`src/rtl/lsu_mem_ctrl_pkg.sv`:
```
// Shared types, func3 codes and legality helpers for the load/store unit.
package rmrv_lsu_pkg;

   typedef enum logic [1:0] {
      IDLE = 2'd0,
      REQ  = 2'd1,
      DONE = 2'd2
   } lsu_state_t;

   localparam logic [2:0] F3_B  = 3'b000;
   localparam logic [2:0] F3_H  = 3'b001;
   localparam logic [2:0] F3_W  = 3'b010;
   localparam logic [2:0] F3_BU = 3'b100;
   localparam logic [2:0] F3_HU = 3'b101;

   function automatic logic is_misaligned(input logic [2:0] f3, input logic [1:0] a);
      logic mis;
      case (f3)
         F3_H, F3_HU: mis = a[0];
         F3_W:        mis = (a != 2'b00);
         default:     mis = 1'b0;
      endcase
      return mis;
   endfunction

   // Stores only have B/H/W; loads additionally have the unsigned BU/HU forms.
   function automatic logic is_illegal(input logic st, input logic [2:0] f3, input logic [1:0] a);
      logic bad;
      if (st) begin
         bad = (f3 >= 3'b011);
      end else begin
         bad = (f3 == 3'b011) || (f3 == 3'b110) || (f3 == 3'b111);
      end
      return bad || is_misaligned(f3, a);
   endfunction

endpackage

```
`src/rtl/lsu_mem_ctrl_if.sv`:
```
// Data-memory bus between the load/store unit (master) and the memory (slave).
interface lsu_mem_ctrl_if #(
   parameter int AW = 32
) ();
   logic          mem_req;
   logic          mem_we;
   logic [AW-1:0] mem_addr;
   logic [3:0]    mem_be;
   logic [31:0]   mem_wdata;
   logic          mem_ack;
   logic [31:0]   mem_rdata;

   modport master (
      output mem_req, mem_we, mem_addr, mem_be, mem_wdata,
      input  mem_ack, mem_rdata
   );

   modport slave (
      input  mem_req, mem_we, mem_addr, mem_be, mem_wdata,
      output mem_ack, mem_rdata
   );
endinterface

```
`src/rtl/lsu_mem_ctrl_align.sv`:
```
// Byte-lane steering: store enables/replication and load lane extract with extension.
module lsu_align
   import rmrv_lsu_pkg::*;
(
   input  logic [2:0]  func3,
   input  logic [1:0]  lane,
   input  logic [31:0] wdata,
   input  logic [31:0] rdata_word,
   output logic [3:0]  be,
   output logic [31:0] wdata_rep,
   output logic [31:0] ld_data
);

   logic [7:0]  byte_s;
   logic [15:0] half_s;

   // Store-side lane enables and data replication
   always_comb begin
      be        = 4'b0000;
      wdata_rep = 32'h0000_0000;
      case (func3)
         F3_B, F3_BU: begin
            be        = 4'b0001 << lane;
            wdata_rep = {4{wdata[7:0]}};
         end
         F3_H, F3_HU: begin
            be        = 4'b0011 << {lane[1], 1'b0};
            wdata_rep = {2{wdata[15:0]}};
         end
         F3_W: begin
            be        = 4'b1111;
            wdata_rep = wdata;
         end
         default: begin
            be        = 4'b0000;
            wdata_rep = 32'h0000_0000;
         end
      endcase
   end

   // Load-side lane select and sign/zero extension
   always_comb begin
      byte_s = 8'h00;
      case (lane)
         2'b00:   byte_s = rdata_word[7:0];
         2'b01:   byte_s = rdata_word[15:8];
         2'b10:   byte_s = rdata_word[23:16];
         2'b11:   byte_s = rdata_word[31:24];
         default: byte_s = 8'h00;
      endcase
      if (lane[1]) begin
         half_s = rdata_word[31:16];
      end else begin
         half_s = rdata_word[15:0];
      end
      case (func3)
         F3_B:    ld_data = {{24{byte_s[7]}}, byte_s};
         F3_BU:   ld_data = {24'h00_0000, byte_s};
         F3_H:    ld_data = {{16{half_s[15]}}, half_s};
         F3_HU:   ld_data = {16'h0000, half_s};
         F3_W:    ld_data = rdata_word;
         default: ld_data = 32'h0000_0000;
      endcase
   end

endmodule

```
`src/rtl/lsu_mem_ctrl.sv`:
```
// Load/store unit: latches a core access, issues one memory request with byte
// enables, waits for a bounded-latency ack and returns extended data or a fault.
module lsu_mem_ctrl
   import rmrv_lsu_pkg::*;
#(
   parameter int TIMEOUT = 16,
   parameter int AW      = 32
) (
   input  logic          clk,
   input  logic          reset,
   input  logic          start,
   input  logic          we,
   input  logic [2:0]    func3,
   input  logic [AW-1:0] addr,
   input  logic [31:0]   wdata,
   output logic          stall,
   output logic          done,
   output logic [31:0]   rdata,
   output logic          fault,
   lsu_mem_ctrl_if.master mem
);

   localparam logic [7:0] TO_LAST = 8'(TIMEOUT - 1);

   lsu_state_t    state_r, state_n;
   logic          we_r;
   logic [2:0]    func3_r;
   logic [AW-1:0] addr_r;
   logic [31:0]   wdata_r;
   logic [7:0]    cnt_r;
   logic [31:0]   rdata_r;
   logic          fault_r;
   logic          illegal_s;
   logic          in_req_s;
   logic [3:0]    be_s;
   logic [31:0]   wrep_s;
   logic [31:0]   ld_s;

   assign illegal_s = is_illegal(we, func3, addr[1:0]);

   lsu_align u_align (
      .func3      (func3_r),
      .lane       (addr_r[1:0]),
      .wdata      (wdata_r),
      .rdata_word (mem.mem_rdata),
      .be         (be_s),
      .wdata_rep  (wrep_s),
      .ld_data    (ld_s)
   );

   // State register
   always_ff @(posedge clk) begin
      if (reset) begin
         state_r <= IDLE;
      end else begin
         state_r <= state_n;
      end
   end

   // Next-state: an ack in the final REQ cycle takes priority over the timeout
   always_comb begin
      state_n = state_r;
      case (state_r)
         IDLE: begin
            if (start) begin
               state_n = illegal_s ? DONE : REQ;
            end else begin
               state_n = IDLE;
            end
         end
         REQ: begin
            if (mem.mem_ack || (cnt_r == TO_LAST)) begin
               state_n = DONE;
            end else begin
               state_n = REQ;
            end
         end
         DONE:    state_n = IDLE;
         default: state_n = IDLE;
      endcase
   end

   // Access latches, timeout counter and completion result
   always_ff @(posedge clk) begin
      if (reset) begin
         we_r    <= 1'b0;
         func3_r <= 3'b000;
         addr_r  <= {AW{1'b0}};
         wdata_r <= 32'h0000_0000;
         cnt_r   <= 8'd0;
         rdata_r <= 32'h0000_0000;
         fault_r <= 1'b0;
      end else begin
         case (state_r)
            IDLE: begin
               if (start) begin
                  we_r    <= we;
                  func3_r <= func3;
                  addr_r  <= addr;
                  wdata_r <= wdata;
                  cnt_r   <= 8'd0;
                  rdata_r <= 32'h0000_0000;
                  fault_r <= illegal_s;
               end
            end
            REQ: begin
               cnt_r <= cnt_r + 8'd1;
               if (mem.mem_ack) begin
                  rdata_r <= we_r ? 32'h0000_0000 : ld_s;
                  fault_r <= 1'b0;
               end else if (cnt_r == TO_LAST) begin
                  rdata_r <= 32'h0000_0000;
                  fault_r <= 1'b1;
               end
            end
            DONE: begin
               rdata_r <= 32'h0000_0000;
               fault_r <= 1'b0;
            end
            default: begin
               rdata_r <= 32'h0000_0000;
               fault_r <= 1'b0;
            end
         endcase
      end
   end

   // Outputs decoded from state; bus fields are driven only while requesting
   always_comb begin
      in_req_s      = (state_r == REQ);
      stall         = !reset && ((start && (state_r == IDLE)) || in_req_s);
      done          = (state_r == DONE);
      rdata         = done ? rdata_r : 32'h0000_0000;
      fault         = done ? fault_r : 1'b0;
      mem.mem_req   = in_req_s;
      mem.mem_we    = in_req_s && we_r;
      mem.mem_addr  = in_req_s ? {addr_r[AW-1:2], 2'b00} : {AW{1'b0}};
      mem.mem_be    = in_req_s ? be_s : 4'b0000;
      mem.mem_wdata = in_req_s ? wrep_s : 32'h0000_0000;
   end

endmodule
```
`src/flat_wrapper.sv`:
```
// flat-port wrapper written by rule: the top's interface ports become plain ports
module lsu_mem_ctrl_flat import rmrv_lsu_pkg::*;
#(
   parameter int TIMEOUT = 16,
   parameter int AW      = 32
)
  (clk, reset, start, we, func3, addr, wdata, stall, done, rdata, fault, mem_mem_req, mem_mem_we, mem_mem_addr, mem_mem_be, mem_mem_wdata, mem_mem_ack, mem_mem_rdata);
  lsu_mem_ctrl_if #(.AW(AW)) mem_i ();
  input  logic clk;
  input  logic reset;
  input  logic start;
  input  logic we;
  input  logic [2:0] func3;
  input  logic [AW-1:0] addr;
  input  logic [31:0] wdata;
  output logic stall;
  output logic done;
  output logic [31:0] rdata;
  output logic fault;
  output wire logic [$bits(mem_i.mem_req)-1:0] mem_mem_req;
  output wire logic [$bits(mem_i.mem_we)-1:0] mem_mem_we;
  output wire logic [$bits(mem_i.mem_addr)-1:0] mem_mem_addr;
  output wire logic [$bits(mem_i.mem_be)-1:0] mem_mem_be;
  output wire logic [$bits(mem_i.mem_wdata)-1:0] mem_mem_wdata;
  input wire logic [$bits(mem_i.mem_ack)-1:0] mem_mem_ack;
  input wire logic [$bits(mem_i.mem_rdata)-1:0] mem_mem_rdata;
  assign mem_mem_req = mem_i.mem_req;
  assign mem_mem_we = mem_i.mem_we;
  assign mem_mem_addr = mem_i.mem_addr;
  assign mem_mem_be = mem_i.mem_be;
  assign mem_mem_wdata = mem_i.mem_wdata;
  assign mem_i.mem_ack = mem_mem_ack;
  assign mem_i.mem_rdata = mem_mem_rdata;
  lsu_mem_ctrl #(.TIMEOUT(TIMEOUT), .AW(AW)) u_core (.clk(clk), .reset(reset), .start(start), .we(we), .func3(func3), .addr(addr), .wdata(wdata), .stall(stall), .done(done), .rdata(rdata), .fault(fault), .mem(mem_i));
endmodule
```
`config.mk`:
```
export PLATFORM = sky130hd
export DESIGN_NAME = lsu_mem_ctrl_flat
export DESIGN_NICKNAME = d
export VERILOG_FILES = /design/src/rtl/lsu_mem_ctrl_pkg.sv /design/src/rtl/lsu_mem_ctrl_if.sv /design/src/rtl/lsu_mem_ctrl_align.sv /design/src/rtl/lsu_mem_ctrl.sv /design/src/flat_wrapper.sv
export SDC_FILE = /design/constraint.sdc
export NUM_CORES = 1
export LEC_CHECK = 0
export CELL_PAD_IN_SITES_DETAIL_PLACEMENT = 1
export CELL_PAD_IN_SITES_GLOBAL_PLACEMENT = 1
export CORE_MARGIN = 2
export CORE_UTILIZATION = 34
export CTS_CLUSTER_SIZE = 20
export DETAILED_ROUTE_END_ITERATION = 10
export PLACE_DENSITY = 0.86
export SLEW_MARGIN = 20
export SYNTH_ARGS = -nofsm -noshare
export SYNTH_HDL_FRONTEND = slang
export SYNTH_SLANG_ARGS = --single-unit
export TNS_END_PERCENT = 5
```
`constraint.sdc`:
```
create_clock -name clk -period 2.55 [get_ports clk]
set_input_delay 0.6375 -clock clk [delete_from_list [all_inputs] [get_ports clk]]
set_output_delay 0.6375 -clock clk [all_outputs]
set_load 0.1 [all_outputs]
```
==> impl_metrics.yaml, run 1 <==
outcome:
  status: "finished, final reports clean"
routing:
  drtIter0Drc: 296
  vias: 5746
  drcViolationCount: 0
  via_per_inst: 5.276
  wl_per_cell_um: 18.42
  drt_wl_total_mm: 20.06
  drt_pass1_iterations: 6
  drt.antenna.violating_nets: 0
sta:
  timing.final.crit_share_pct: 96.36
  skew_ns: 0.004711
  rsz0062_at_grt: "yes"
  holdWs_ns: 0.4501
  worst_pin_slew_ns: 0.7308
  slew_viol_final: 0
  setup_viol: 0
  hold_violations: 0
  relSlewSlack_pct: 51.28
  fmax_ghz: 0.4070
  layout_min_cycle_time_ns: 2.457
grt:
  grt_pass1_vias: 5833
  antenna_found_initial: 0
  overflow: 0
  grt_pass1_wl_mm: 31.28
  grt_use_total_pct: 23.48
  grt_max_degree: 69
synthesis:
  synth_enable_flop_cells: 0
  yosysWarnings: 0
  synth_flop_cell: "dfxtp_1"
  yosysUniqueCellTypes: 43
  syn-mean-instance-area_um2: 7.922
  async_flop_share_pct: 0
  synth-seq-cells: 111
  netlist_area_um2: 5419
  ys_seq_area_share_pct: 41.01
  synthCells: 684
critical_path:
  cp_data_arrival_time_ns: 1.82
  critPathTopFamily: "buffers and inverters"
  crit_type: "reg2out"
  worstPathCellList: "buf_8, nor3b_4, buf_6, a22oi_1, nor2_2, buf_12"
  critPathMaxFanout: 17
  path_buf_inv: 3
  regToRegSetupSlack_ns: 0.67
  reg2reg_depth: 6
  critPathMaxStageDelay_ns: 0.36
  endpoint_kind: "primary output"
  slowest_stage: "dfxtp_2"
  cp-start-kind: "flop"
  required_ns: 1.91
  path_depth: 6
layout:
  n_fill_cell: 1751
  finish.utilization_pct: 58.20
  diodes: 0
  final_nets: 973
  drive_gt1_share_pct: 22.79
  area_growth_pct: 68.76
  fin_cells: 1089
power_and_ir_drop:
  powerDensity_nw_per_um2: 468.5
  peakVddDrop_uv: 260.8
  p_leak_nw: 3.455
clock_tree:
  numClockSinks: 111
  cts_buffer_depth: 2
  htree_levels: 3
  cts_tree: "built"
  clk_latency_ns: 0.35
  root_buffer: "clkbuf_16"
  clk_pin_slew_ns: 0.07
  cts_buffers: 9
placement:
  gp_congestion: 0.7970
  port_buffers: 206
  dpl.cell_count: 1072
  dp_hpwl_mm: 14.74
die:
  fp.coreArea_um2: 15710
  dieHeight_um: 130.2
  io_pins: 209
  rows: 46
  die-area_um2: 16960
  die_x_um: 130.2
  start_util_pct: 34.49
hold_path:
  whs_path_depth: 2
  worstHoldPathType: "reg2reg"
job:
  maxCapViolations: 0
-- cell type report --
class	instances	area, um^2	area share, %
Sequential cell	111	2223	24.31
Multi-Input combinational cell	508	2990	32.70
Clock inverter	3	42.54	0.4652
Timing Repair Buffer	235	3353	36.67
Inverter	3	15.01	0.1642
Clock buffer	13	250.2	2.736
Tap cell	216	270.3	2.955
-- through the flow --
step / setup TNS [ns] / area (um^2) / setup WS (ns) / power [W]
2_1_floorplan: -9.016 / 5502 / -0.3161 / 0.002463
3_3_place_gp: 0 / 8802 / 0.1513 / 0.002856
3_5_place_dp: 0 / 8802 / 0.1506 / 0.002888
4_1_cts: 0 / 9109 / 0.004273 / 0.004311
5_1_grt: -0.02717 / 9145 / -0.02711 / 0.004465
6_report: 0 / 9145 / 0.09294 / 0.004285
-- state kept, by name, indices dropped and copies added (netlist names) --
signal and count:
u_core.rdata_r 32, u_core.we_r 1, u_core.wdata_r 32, u_core.addr_r 32, u_core.fault_r 1, u_core.func3_r 3
u_core.state_r 2, u_core.cnt_r 8
-- cells in the mapped netlist (all sizes together) (2+ instances only) --
cell / count / area share [%]
o21ai: 8 / 0.74
nor4: 3 / 0.35
a221oi: 3 / 0.48
nand2: 147 / 10
mux2: 10 / 2.1
nand4: 2 / 0.23
dfxtp: 111 / 41
buf: 27 / 3.1
nor2: 53 / 3.7
a222oi: 7 / 1.3
a221o: 8 / 1.5
inv: 3 / 0.21
a32o: 6 / 1.1
o2bb2ai: 24 / 3.9
a21oi: 86 / 7.9
and4b: 2 / 0.37
nor3b: 3 / 0.60
clkbuf: 36 / 2.5
nand3: 3 / 0.28
and3: 11 / 1.4
a22oi: 32 / 4.4
and2: 66 / 7.6
nand2b: 5 / 0.62
or3b: 2 / 0.32
a21o: 2 / 0.28
mux2i: 13 / 2.4
nor2b: 3 / 0.35
-- metal layers --
layer | routed length (um) | GRT usage, %
met5 | 0 | 0
met4 | 376 | 7.337
met2 | 10210 | 41.58
met1 | 7986 | 28.21
met3 | 1478 | 5.453
-- layout by cell type (no fill, tap or decap), drive strengths merged, types with 3 or more instances in the layout --
master	n
a21oi	86
a221o	8
a221oi	3
a222oi	7
a22oi	32
a32o	6
and2	66
and3	11
buf	133
clkbuf	13
clkdlybuf4s50	102
dfxtp	111
mux2	10
mux2i	13
nand2	147
nand2b	5
nand3	3
nor2	53
nor2b	3
nor3b	3
nor4	3
o21ai	8
o2bb2ai	24
-- what timing repair did --
action,in CTS,in global routing
setup endpoints to repair,28,53
resized for setup,3,10
buffers inserted,1,0
hold buffers,0,0
-- cells by family after synthesis --
logic type / Yosys count / share of synthesized area, %
flops: 111 / 41.01
simple gates: 303 / 26.30
buf+inv: 66 / 5.795
compound gates: 179 / 22.12
fa+ha+maj: 1 / 0.2309
mux: 23 / 4.479
other cells: 1 / 0.06920
-- path summary, 6_finish.rpt --
check,start,end
worst max-delay path,u_core.func3_r[1],mem_mem_wdata[23]
worst min-delay path,u_core.addr_r[27],u_core.addr_r[27]
worst max register to register,u_core.cnt_r[0],u_core.rdata_r[13]
worst min register to register,u_core.addr_r[27],u_core.addr_r[27]
-- report_power, final --
| part | switching [W] | internal, W | leakage (nW) |
|---|---|---|---|
| combinational | 0.000568 | 0.000415 | 2.41 |
| clock | 0.000636 | 0.000790 | 0.140 |
| sequential | 0.0000596 | 0.00182 | 0.906 |
| total | 0.00126 | 0.00302 | 3.46 |
-- worst register-to-register path, delay by kind of cell (launching register included) --
family | cells | cell delay [ns]
DFF | 1 | 0.39
adders and majority gates | 1 | 0.21
AOI/OAI and AO/OA | 3 | 0.73
and+or+nand+nor | 1 | 0.25
buffers and inverters | 1 | 0.18
Power figures use the tool's default switching activity.
==> run 2: changes to the inputs <==
- TNS_END_PERCENT: 5 -> 100
==> impl_metrics.yaml, run 2 (synthesized netlist as in run 1, its figures left out) <==
clock_tree:
  root_buffer: "clkbuf_16"
  numClockSinks: 111
  holdBufCountCts: 0
  clk_latency_ns: 0.36
  cts_tree: "built"
  cts_buffer_depth: 2
  htree_levels: 3
  cts_buffers: 9
  clk_pin_slew_ns: 0.08
layout:
  final_cell_mix: "145 x nand2_1, 109 x dfxtp_1, 107 x buf_12, 102 x clkdlybuf4s50_1, 84 x a21oi_1"
  n_fill_cell: 1684
  layout_commonest_cell: "nand2_1"
  reg_top3: "u_core.addr_r x32, u_core.rdata_r x32, u_core.wdata_r x32"
  area_growth_pct: 72.50
  regArea_um2: 2225
  diodes: 0
  drive_gt1_share_pct: 25.57
  final_cell_area_um2: 9348
  final_nets: 976
  multi_input_area_um2: 3146
placement:
  port_buffers: 206
  dp_hpwl_mm: 15.68
  gp_congestion: 0.8087
  dpl_cell_area_um2: 8972
power_and_ir_drop:
  comb_power_share_pct: 23.4
  p_int_w: 0.003012
  peakVddDrop_uv: 377.5
  power.share.clock_pct: 33.6
  p_leak_nw: 3.498
  switching_share_pct: 31.17
  seqPwrFrac_pct: 43.0
  powerDensity_nw_per_um2: 468.2
  p_switching_w: 0.001364
hold_path:
  worstHoldPathType: "reg2reg"
  whs_path_depth: 2
sta:
  fmax_ghz: 0.4000
  slew_viol_final: 0
  skew_ns: 0.008570
  finalSetupTns_ns: 0
  layout_min_cycle_time_ns: 2.500
  hold_violations: 0
  timing.final.crit_share_pct: 98.03
  setup_viol: 0
  worst_pin_slew_ns: 0.7491
  relSlewSlack_pct: 50.06
routing:
  drt_pass1_iterations: 5
  wl_per_cell_um: 19.39
  drt_wl_total_mm: 21.17
  via_per_inst: 5.377
  drt.antenna.violating_nets: 0
  vias: 5872
  drtIter0Drc: 291
  drcViolationCount: 0
grt:
  busiest_layer: "met2"
  antenna_found_initial: 0
  use_met1_pct: 29.08
  grt_pass1_vias: 6292
  met2_usage_pct: 45.49
  grt_pass1_wl_mm: 33.26
  grt_use_total_pct: 25.04
  overflow: 0
  grt_max_degree: 69
  use_met3_pct: 5.535
critical_path:
  reg2reg_depth: 5
  cp_data_arrival_time_ns: 1.86
  required_ns: 1.91
  endpoint_kind: "primary output"
  cp-start-kind: "flop"
  critPathMaxFanout: 17
  crit_type: "reg2out"
die:
  start_util_pct: 34.49
  die-area_um2: 16960
  io_pins: 209
  fp.coreArea_um2: 15710
  die_x_um: 130.2
  rows: 46
  dieHeight_um: 130.2
outcome:
  status: "finished, final reports clean"
job:
  maxCapViolations: 0
## run 2: cell types whose count changed in the layout (fill, tap and decap cells not counted), sizes merged
cell,delta
buf,+3
clkbuf,-3
clkinvlp,+2
inv,+1
## run 2: critical path, cell delays in order (launching register included)
cell	delay (ns)
dfxtp_1	0.39
buf_12	0.18
nor3b_4	0.25
buf_6	0.18
a21o_1	0.13
nor2b_4	0.18
buf_12	0.18
## run 2: layout make-up
class / count / share of cell area [%]
inverter: 3 / 0.1606
multi-input combinational: 508 / 33.65
clock buffer: 10 / 2.449
timing repair buffer: 238 / 36.30
sequential: 111 / 23.80
clock inverter: 6 / 0.7496
tap: 216 / 2.891
## run 2: what timing repair did
action                                  CTS  global route
gates resized for setup                   7            11
buffers inserted                          0             2
hold endpoints to repair                  0             0
endpoints found under the setup margin   13            33
pin swaps                                 0             3
## run 2: path summary, 6_finish.rpt
path / endpoint / startpoint / slack (ns)
min: u_core.addr_r[25] / u_core.addr_r[25] / 0.45
min reg2reg: u_core.addr_r[25] / u_core.addr_r[25] / 0.45
max: mem_mem_be[0] / u_core.func3_r[1] / 0.05
max reg2reg: u_core.rdata_r[12] / u_core.addr_r[1] / 0.68
## run 2: per-layer routing
layer | share of wire [%] | up-vias
met5 | 0 | -
met1 | 40 | 2900
met2 | 51 | 202
met4 | 2.2 | 0
met3 | 6.7 | 33
li1 | - | 2737
## run 2: per-stage QoR
step                      power (W)  hold slack [ns]  cells  utilization, %  setup slack [ns]
after floorplan            0.002484           0.4242    685               -           -0.3155
after global placement     0.002884           0.4366   1074           57.10            0.1155
after detailed placement   0.002924           0.4407   1074           57.10           0.08202
after CTS                  0.004394           0.4544   1090           59.16          -0.02144
after global routing       0.004562           0.4725   1092           59.49          -0.04358
final                      0.004377           0.4507   1092           59.49           0.05030
## run 2: power groups by stage
stage          sequential (W)  combinational [W]  clock [W]
2_1_floorplan         0.00189           0.000591          0
3_3_place_gp          0.00191           0.000973          0
3_5_place_dp          0.00192            0.00100          0
4_1_cts               0.00188            0.00102    0.00150
5_1_grt               0.00189            0.00110    0.00157
6_report              0.00188            0.00102    0.00147
==> run 3: changes to the inputs <==
- ABC_AREA: default -> 1
- CTS_BUF_LIST: default -> sky130_fd_sc_hd__clkbuf_4 sky130_fd_sc_hd__clkbuf_8
- PLACE_DENSITY: 0.86 -> 0.87
==> impl_metrics.yaml, run 3 <==
layout:
  final_cell_mix: "156 x nand2_1, 124 x inv_1, 109 x dfxtp_1, 108 x buf_12, 102 x clkdlybuf4s50_1"
  reg_top3: "u_core.addr_r x32, u_core.rdata_r x32, u_core.wdata_r x32"
  final_cell_area_um2: 10130
  final_nets: 1234
  layout_commonest_cell: "nand2_1"
  n_fill_cell: 2037
  area_growth_pct: 69.56
  drive_gt1_share_pct: 28.75
routing:
  drcViolationCount: 0
  drt.antenna.violating_nets: 0
  drtIter0Drc: 567
  drt_pass1_iterations: 6
  wl_per_cell_um: 19.09
  vias: 7060
  drt_wl_total_mm: 25.98
  via_per_inst: 5.187
critical_path:
  required_ns: 1.91
  reg2reg_from: "u_core.state_r[0]"
  crit_path_frequent_cell: "buf_12"
  crit_type: "reg2out"
  worstPathCellList: "inv_2, nand3_4, inv_4, buf_12, o21ai_4, buf_4, nor2_2, buf_12"
  critPathMaxStageDelay_ns: 0.36
  cp-start-kind: "flop"
  cp_data_arrival_time_ns: 1.88
  slowest_stage: "dfxtp_2"
  path_buf_inv: 5
  cp-startpoint: "u_core.func3_r[0]"
  critPathMaxFanout: 9
  critPathTopFamily: "buffers and inverters"
  endpoint_kind: "primary output"
power_and_ir_drop:
  switching_share_pct: 36.76
  p_int_w: 0.002802
  powerDensity_nw_per_um2: 437.7
  peakVddDrop_uv: 302.4
  power.share.clock_pct: 26.6
  p_switching_w: 0.001629
  comb_power_share_pct: 30.4
  seqPwrFrac_pct: 43.0
  p_leak_nw: 3.881
die:
  io_pins: 209
  fp.coreArea_um2: 17240
  dieHeight_um: 136.5
  rows: 48
  die_x_um: 136.5
  die-area_um2: 18640
  start_util_pct: 34.65
synthesis:
  yosysWarnings: 0
  async_flop_share_pct: 0
  yosysTopAreaCell: "dfxtp_1"
  netlist_area_um2: 5972
  synth.most_common_cell: "nor2_1"
  syn-mean-instance-area_um2: 6.374
  synth_enable_flop_cells: 0
  yosysUniqueCellTypes: 32
  yosys-top-cells-area: "dfxtp_1 37%, nor2_1 12%, nand2_1 9.8%, inv_1 8.6%, a21oi_1 7.6%"
  ys_seq_area_share_pct: 37.21
  synth-seq-cells: 111
  synthCells: 937
  synth_flop_cell: "dfxtp_1"
  synth_common_cells: "188 x nor2_1, 156 x nand2_1, 137 x inv_1"
  netlist.area_leader.share_pct: 37.21
grt:
  antenna_found_initial: 3
  overflow: 0
  grt_pass1_wl_mm: 37.89
  grt_use_total_pct: 26.23
  grt_max_degree: 125
  grt_pass1_vias: 7349
sta:
  layout_min_cycle_time_ns: 2.514
  relSlewSlack_pct: 63.36
  slew_viol_final: 0
  skew_ns: 0.01208
  worst_pin_slew_ns: 0.5475
  setup_slack_ns: 0.03638
  rsz0062_at_grt: "yes"
  hold_violations: 0
  setup_viol: 0
  fmax_ghz: 0.3978
  timing.final.crit_share_pct: 98.57
clock_tree:
  root_buffer: "clkbuf_8"
  cts_buffer_depth: 2
  clk_pin_slew_ns: 0.11
  htree_levels: 3
  cts_tree: "built"
  numClockSinks: 111
  cts_buffers: 9
  clk_latency_ns: 0.40
placement:
  port_buffers: 206
  pre_cts_slack_ns: 0.1603
  gp_congestion: 0.8734
  dpl_cell_area_um2: 9718
  dp_hpwl_mm: 18.37
outcome:
  status: "finished, final reports clean"
job:
  maxCapViolations: 0
hold_path:
  min_from: "u_core.rdata_r[9]"
  worstHoldPathType: "reg2reg"
-- run 3: cell count changes after synthesis, sizes merged, moves of 24 or more --
cell / before / now
nor2: 53 / 194
inv: 3 / 143
o21ai: 8 / 92
and2: 66 / 0
a22oi: 32 / 0
nand2: 147 / 178
a21oi: 86 / 112
nand3: 3 / 27
o2bb2ai: 24 / 0
-- run 3: logic make-up after synthesis --
kind of cell | count (synthesis) | synth area share (%)
other | 1 | 0.06279
adder cells (fa/ha/maj) | 1 | 0.2095
AND/OR/NAND/NOR | 407 | 28.33
AO/OA/AOI/OAI | 216 | 20.24
flip-flops | 111 | 37.21
buffers and inverters | 201 | 13.95
-- run 3: final cells by class --
| type | count | area [um^2] | share of cell area [%] |
|---|---|---|---|
| clock buffers | 10 | 131.4 | 1.297 |
| flip-flops and latches | 111 | 2225 | 21.97 |
| multi-input cells | 626 | 3442 | 33.99 |
| inverters | 144 | 545.5 | 5.387 |
| clock inverters | 6 | 76.32 | 0.7537 |
| diodes | 2 | 5.005 | 0.04943 |
| well taps | 225 | 281.5 | 2.780 |
| repair buffers | 237 | 3420 | 33.77 |
-- run 3: tightest hold or removal path: cells and delay by family, from the launching register on --
family	cells	cell delay, ns
AO/OA/AOI/OAI	1	0.05
flip-flops	1	0.32
AND/OR/NAND/NOR	1	0.06
-- run 3: worst paths after layout --
check                       end  slack [ns]  cells past startpoint
max            mem_mem_wdata[1]        0.04                      8
min           u_core.rdata_r[9]        0.47                      2
max reg2reg  u_core.rdata_r[31]        0.50                     10
min reg2reg   u_core.rdata_r[9]        0.47                      2
-- run 3: power groups by stage --
stage | clock [W] | sequential, W | combinational [W]
after floorplan | 0 | 0.00192 | 0.000792
after global routing | 0.00127 | 0.00192 | 0.00145
after global placement | 0 | 0.00193 | 0.00121
after CTS | 0.00120 | 0.00190 | 0.00128
final | 0.00118 | 0.00191 | 0.00135
after detailed placement | 0 | 0.00194 | 0.00126
-- run 3: metal layers --
metal	track usage, %	vias to the layer above	part of all wire (%)
li1	-	3287	-
met5	0	-	0.042
met3	7.630	68	6.9
met4	11.63	2	4.0
met2	47.28	266	52
met1	28.33	3437	37
-- run 3: metrics by stage --
step	hold WS [ns]	cells	TNS (ns)	utilization, %	power (W)
4_1_cts	0.4706	1356	-0.001948	57.93	0.004374
6_report	0.4697	1361	0	58.75	0.004432
2_1_floorplan	0.4436	938	-8.021	-	0.002709
3_5_place_dp	0.4542	1337	0	56.38	0.003192
3_3_place_gp	0.4507	1337	0	56.38	0.003136
5_1_grt	0.4957	1360	-0.5480	58.73	0.004638
-- run 3: repair_timing --
item	4_1_cts	5_1_grt
setup buffers	3	2
pin swaps	1	1
resized for setup	10	28
endpoints found under the setup margin	32	32
gates cloned	0	1
endpoints found under the hold margin	0	0
hold buffers	0	0
